## config.mk

```make
export PLATFORM = sky130hd
export DESIGN_NAME = wb_mem_arbiter
export DESIGN_NICKNAME = d
export VERILOG_FILES = /design/src/rtl/wb_mem_arbiter.sv
export SDC_FILE = /design/constraint.sdc
export NUM_CORES = 1
export LEC_CHECK = 0
export ABC_AREA = 0
export BUFFER_PORTS_ARGS = -buffer_cell sky130_fd_sc_hd__buf_2
export CAP_MARGIN = 20
export CELL_PAD_IN_SITES_DETAIL_PLACEMENT = 1
export CELL_PAD_IN_SITES_GLOBAL_PLACEMENT = 1
export CORE_MARGIN = 2
export CORE_UTILIZATION = 40
export CTS_BUF_LIST = sky130_fd_sc_hd__clkbuf_4 sky130_fd_sc_hd__clkbuf_8 sky130_fd_sc_hd__clkbuf_16
export CTS_CLUSTER_SIZE = 8
export DETAILED_ROUTE_END_ITERATION = 7
export PLACE_DENSITY_LB_ADDON = 0.1
export REMOVE_ABC_BUFFERS = 1
export SLEW_MARGIN = 10
export SYNTH_ARGS = -nofsm -noshare
export SYNTH_HDL_FRONTEND = slang
export SYNTH_SLANG_ARGS = --single-unit
```

## constraint.sdc

```tcl
create_clock -name clk -period 2.3 [get_ports clk]
set_input_delay 0.23 -clock clk [delete_from_list [all_inputs] [get_ports clk]]
set_output_delay 0.23 -clock clk [all_outputs]
set_load 0.02 [all_outputs]
```

## src/rtl/wb_mem_arbiter.sv

```systemverilog
// Arbitrates SerV ibus/dbus onto one Wishbone memory port, with a one-word fetch buffer.
// Hit: ack 1 cycle after request; miss: mem_cyc next cycle, ack 1 cycle after mem_ack; requests wait until served.
module wb_mem_arbiter #(
    parameter int ADR_W   = 14,
    parameter bit IBUF_EN = 1'b1
) (
    input  logic             clk,
    input  logic             rst_n,
    input  logic [31:0]      ibus_adr,
    input  logic             ibus_cyc,
    output logic [31:0]      ibus_rdt,
    output logic             ibus_ack,
    input  logic [31:0]      dbus_adr,
    input  logic [31:0]      dbus_dat,
    input  logic [3:0]       dbus_sel,
    input  logic             dbus_we,
    input  logic             dbus_cyc,
    output logic [31:0]      dbus_rdt,
    output logic             dbus_ack,
    output logic             mem_cyc,
    output logic [ADR_W-1:0] mem_adr,
    output logic             mem_we,
    output logic [31:0]      mem_dat,
    output logic [3:0]       mem_sel,
    input  logic [31:0]      mem_rdt,
    input  logic             mem_ack
);

    typedef enum logic [2:0] {
        IDLE,
        MEM_I,
        MEM_D,
        RESP_I,
        RESP_D
    } state_t;

    state_t state;
    state_t state_nxt;

    logic [ADR_W-1:0] ibus_word;
    logic [ADR_W-1:0] dbus_word;
    logic             buf_vld;
    logic [ADR_W-1:0] buf_tag;
    logic [31:0]      buf_dat;
    logic             buf_hit;
    logic             unused_adr_bits;

    assign ibus_word = ibus_adr[ADR_W+1:2];
    assign dbus_word = dbus_adr[ADR_W+1:2];
    // High bits alias and byte offset is carried by sel, so both are dropped.
    assign unused_adr_bits = ^{ibus_adr[31:ADR_W+2], ibus_adr[1:0],
                               dbus_adr[31:ADR_W+2], dbus_adr[1:0]};

    assign buf_hit = IBUF_EN && buf_vld && (buf_tag == ibus_word);

    always_ff @(posedge clk or negedge rst_n) begin
        if (!rst_n) begin
            state <= IDLE;
        end else begin
            state <= state_nxt;
        end
    end

    always_comb begin
        state_nxt = state;
        ibus_ack  = 1'b0;
        dbus_ack  = 1'b0;
        case (state)
            IDLE: begin
                if (dbus_cyc) begin
                    state_nxt = MEM_D;
                end else if (ibus_cyc) begin
                    state_nxt = buf_hit ? RESP_I : MEM_I;
                end
            end
            MEM_I: begin
                if (mem_ack) begin
                    state_nxt = RESP_I;
                end
            end
            MEM_D: begin
                if (mem_ack) begin
                    state_nxt = RESP_D;
                end
            end
            RESP_I: begin
                ibus_ack  = 1'b1;
                state_nxt = IDLE;
            end
            RESP_D: begin
                dbus_ack  = 1'b1;
                state_nxt = IDLE;
            end
            default: state_nxt = IDLE;
        endcase
    end

    always_ff @(posedge clk or negedge rst_n) begin
        if (!rst_n) begin
            mem_cyc  <= 1'b0;
            mem_adr  <= '0;
            mem_we   <= 1'b0;
            mem_dat  <= '0;
            mem_sel  <= '0;
            ibus_rdt <= '0;
            dbus_rdt <= '0;
            buf_vld  <= 1'b0;
            buf_tag  <= '0;
            buf_dat  <= '0;
        end else begin
            case (state)
                IDLE: begin
                    if (dbus_cyc) begin
                        mem_cyc <= 1'b1;
                        mem_adr <= dbus_word;
                        mem_we  <= dbus_we;
                        mem_dat <= dbus_dat;
                        mem_sel <= dbus_sel;
                        // A store to the buffered word would leave a stale fetch behind.
                        if (dbus_we && (buf_tag == dbus_word)) begin
                            buf_vld <= 1'b0;
                        end
                    end else if (ibus_cyc) begin
                        if (buf_hit) begin
                            ibus_rdt <= buf_dat;
                        end else begin
                            mem_cyc <= 1'b1;
                            mem_adr <= ibus_word;
                            mem_we  <= 1'b0;
                            mem_dat <= '0;
                            mem_sel <= 4'hF;
                        end
                    end
                end
                MEM_I: begin
                    if (mem_ack) begin
                        mem_cyc  <= 1'b0;
                        ibus_rdt <= mem_rdt;
                        buf_tag  <= mem_adr;
                        buf_dat  <= mem_rdt;
                        buf_vld  <= 1'b1;
                    end
                end
                MEM_D: begin
                    if (mem_ack) begin
                        mem_cyc  <= 1'b0;
                        dbus_rdt <= mem_rdt;
                    end
                end
                default: begin
                end
            endcase
        end
    end

endmodule
```

==> results.py <==
metrics = {
    "grt": {
        "grt_pass1_vias": 5456,
        "grt_max_degree": 66,
        "antenna_found_initial": 0,
        "grt.overflow.total": 0,
        "grt_first_pass_wirelength_um": 30000,
        "grt.total_usage": 0.198,
    },
    "routing": {
        "dr.first_iter.drc_count": 134,
        "drc": 0,
        "antenna_left": 0,
        "viasPerCell": 5.16,
        "drt_pass1_iterations": 4,
        "avgRoutedWirePerCell_um": 19.2,
        "wl_um": 18200,
        "vias": 4888,
    },
    "synthesis": {
        "synth_flop_cell": "dfrtp_1",
        "syn_inst": 476,
        "synth_top_cell_by_area": "dfrtp_1",
        "synth_area_mm2": 0.00720,
        "synth-simple-area-share": 0.0454,
        "async_flop_share": 1.00,
        "syn_area_per_cell_um2": 15.1,
        "synth_mux_area_frac": 0.238,
        "ys_types": 36,
        "synthAdderAreaFrac": 0,
        "yosys_warnings": 0,
        "synth_compound_area_frac": 0.0723,
        "synthTopCellsByArea": "dfrtp_1, mux2_2, mux2_4, a22o_1, a221o_1",
        "synth-xor-area-share": 0.0341,
        "synth_edf_count": 0,
        "ys_seq_area_frac": 0.577,
        "synth_top_family_by_area": "multiplexers",
        "synth.top_cell.area_share": 0.577,
        "ys_ff_latch": 166,
    },
    "layout": {
        "final_nets": 843,
        "fill_cells": 1846,
        "stdcell_count": 947,
        "seqCellArea_mm2": 0.00415,
        "multi_input_comb_area_mm2": 0.00282,
        "finish.instance_area_mm2": 0.00918,
        "drive_gt1_frac": 0.586,
        "area_growth_syn_to_layout_pct": 27.5,
        "antenna_cells": 0,
    },
    "power_and_ir_drop": {
        "p_int_mw": 8.84,
        "leakage_nw": 4.49,
        "switchingPower_mw": 5.31,
        "max-vdd-ir-drop_uv": 697,
        "combPwrFrac": 0.441,
        "clock_power_share": 0.196,
        "seqPwrFrac": 0.363,
        "power_switching_share": 0.375,
        "powerDensity_mw_per_mm2": 1540,
    },
    "clock_tree": {
        "clkLatencyLatePin_ps": 420,
        "clockBufferDepth": 2,
        "ctsResizeCount": 0,
        "root_buffer": "clkbuf_16",
        "clkTransAtPathRegs_ps": 70,
        "postCtsSetupBuffers": 0,
        "htreeDepth": 4,
        "cts_sinks": 166,
        "cts_tree": "yes",
        "numCtsBuffers": 17,
    },
    "die": {
        "die_h_um": 138,
        "die_w_um": 138,
        "die_area_mm2": 0.0191,
        "start_util": 0.404,
        "core_mm2": 0.0178,
        "io_pins": 256,
        "std_cell_rows": 49,
    },
    "setup_path": {
        "cp_max_fo": 24,
        "reg2reg_to": "ibus_rdt[31]$_DFFE_PN0P_",
        "r2r-start": "buf_tag[13]$_DFFE_PN0P_",
        "rrSetupSlack_ps": 220,
        "required_ps": 2600,
        "end_kind": "flip-flop",
        "r2r_cells": 6,
        "critPathLaunchType": "flip-flop",
        "criticalPathCategory": "flip-flop to flip-flop",
        "cp.arrival_ps": 2380,
    },
    "hold_path": {
        "worstHoldStart": "dbus_dat[18]",
        "min_to": "mem_dat[18]$_DFFE_PN0P_",
        "whs_path_depth": 2,
        "holdCritPathClass": "input port to flip-flop",
    },
    "sta": {
        "finalHoldViolCount": 0,
        "max_freq_mhz": 481,
        "rsz0062_at_grt": "false",
        "period_needed_ps": 2080,
        "fin_skew_ps": 8.61,
        "max_slew.worst_pin.slew_ps": 662,
        "fin_ws_ps": 220,
        "maxSlewHeadroom": 0.559,
        "setup_viol": 0,
        "finalCritPeriodShare": 0.904,
        "setup_tns_ps": 0,
        "finalMaxSlewViolations": 0,
    },
    "placement": {
        "dpl_cell_area_mm2": 0.00859,
        "globalplace.congestion": 0.776,
        "placed_cells": 914,
        "post-place-ws_ps": 235,
        "dp_hpwl_um": 12600,
        "portBuffers": 219,
    },
    "outcome": {
        "outcome": "complete, no violations",
    },
    "flow_run": {
        "cap_violations": 0,
    },
}
==> metal layers <==
| layer | vias up | track usage | share of wire |
|---|---|---|---|
| met5 | - | 0 | 0 |
| met3 | 13 | 0.0565 | 0.058 |
| met2 | 167 | 0.332 | 0.49 |
| met4 | 0 | 0.0467 | 0.0086 |
| li1 | 2200 | - | - |
| met1 | 2508 | 0.256 | 0.44 |
==> cells in the final DEF, fill, tap and decap left out, types with 2 or more instances in the layout <==
cell type	n
buf_2	218
dfrtp_1	166
mux2_2	112
a22o_1	33
mux2_4	30
clkbuf_16	17
xor2_1	14
xnor2_1	14
and3_1	14
a221o_1	14
buf_4	13
inv_1	7
nor2_1	6
nand2_1	5
buf_12	5
a21oi_1	4
inv_6	4
and2_1	3
nand4_1	3
clkinvlp_4	3
clkinv_4	3
nor3b_1	2
nor3_2	2
nor4_4	2
o21ai_4	2
or4_1	2
clkbuf_4	2
inv_8	2
==> worst max-delay path, stage by stage, from the launching register on <==
cell	delay, ps
dfrtp_1	410
xor2_1	190
nor4_4	380
nand4_4	150
o21ai_4	200
buf_12	240
mux2_2	360
==> per-stage QoR <==
| stage | util | hold WS, ps | total power [mW] |
|---|---|---|---|
| 6_report | 0.514 | 34.8 | 14.1 |
| 5_1_grt | 0.514 | 20.9 | 15.0 |
| 4_1_cts | 0.514 | 19.1 | 14.3 |
| 3_5_place_dp | 0.482 | 278 | 11.5 |
| 3_3_place_gp | 0.482 | 270 | 11.2 |
| 2_1_floorplan | - | -65.6 | 9.25 |
==> Yosys cell counts (3+ instances only) <==
cell type and number:
buf_2 10, mux2_2 112, xor2_1 14, nand4_1 3, inv_1 7, buf_12 3
and2_1 4, dfrtp_1 166, clkbuf_1 7, a221o_1 14, a22o_1 33, xnor2_1 14
a21oi_1 4, mux2_4 30, nor2_1 6, buf_4 3, buf_6 5, nand2_1 6
and3_1 14
==> worst max-delay path by stage <==
stage | from | endpoint | slack [ps] | cells past startpoint
after floorplan | state[2]$_DFFE_PN0P_ | ibus_rdt[22]$_DFFE_PN0P_ | -1630 | 5
after global placement | buf_tag[13]$_DFFE_PN0P_ | ibus_rdt[22]$_DFFE_PN0P_ | 260 | 6
after detailed placement | buf_tag[13]$_DFFE_PN0P_ | ibus_rdt[31]$_DFFE_PN0P_ | 240 | 6
after CTS | buf_tag[13]$_DFFE_PN0P_ | ibus_rdt[31]$_DFFE_PN0P_ | 190 | 6
after global routing | buf_tag[13]$_DFFE_PN0P_ | ibus_rdt[31]$_DFFE_PN0P_ | 110 | 6
final | buf_tag[13]$_DFFE_PN0P_ | ibus_rdt[31]$_DFFE_PN0P_ | 220 | 6
==> cell families after synthesis <==
kind of cell | Yosys count
multiplexers | 142
AND/OR/NAND/NOR | 46
AO/OA/AOI/OAI | 59
XOR/XNOR | 28
flip-flops | 166
buffers and inverters | 35
==> power groups by stage <==
stage / clock network (mW) / logic [mW] / registers (mW)
after floorplan: 0 / 2.98 / 6.27
after global placement: 0 / 6.13 / 5.08
after detailed placement: 0 / 6.30 / 5.18
after CTS: 2.86 / 6.34 / 5.14
after global routing: 2.99 / 6.70 / 5.33
final: 2.78 / 6.24 / 5.13
==> area by class of cell <==
type,count,area share
Multi-Input combinational cell,275,0.308
Inverter,7,0.00286
Sequential cell,166,0.453
Timing Repair Buffer,238,0.143
Tap cell,229,0.0312
Clock buffer,19,0.0480
Clock inverter,13,0.0149
==> registers in the layout, summed over array words and instances, names as in the netlist <==
signal    count
buf_dat      32
dbus_rdt     32
ibus_rdt     32
mem_dat      32
buf_tag      14
mem_adr      14
mem_sel       4
state         3
buf_vld       1
mem_cyc       1
mem_we        1
==> repair_timing <==
| action | 4_1_cts | 5_1_grt |
|---|---|---|
| hold buffers | 1 | 0 |
| endpoints found under the setup margin | 0 | 0 |
| endpoints found under the hold margin | 61 | 0 |
Power figures use the tool's default switching activity.
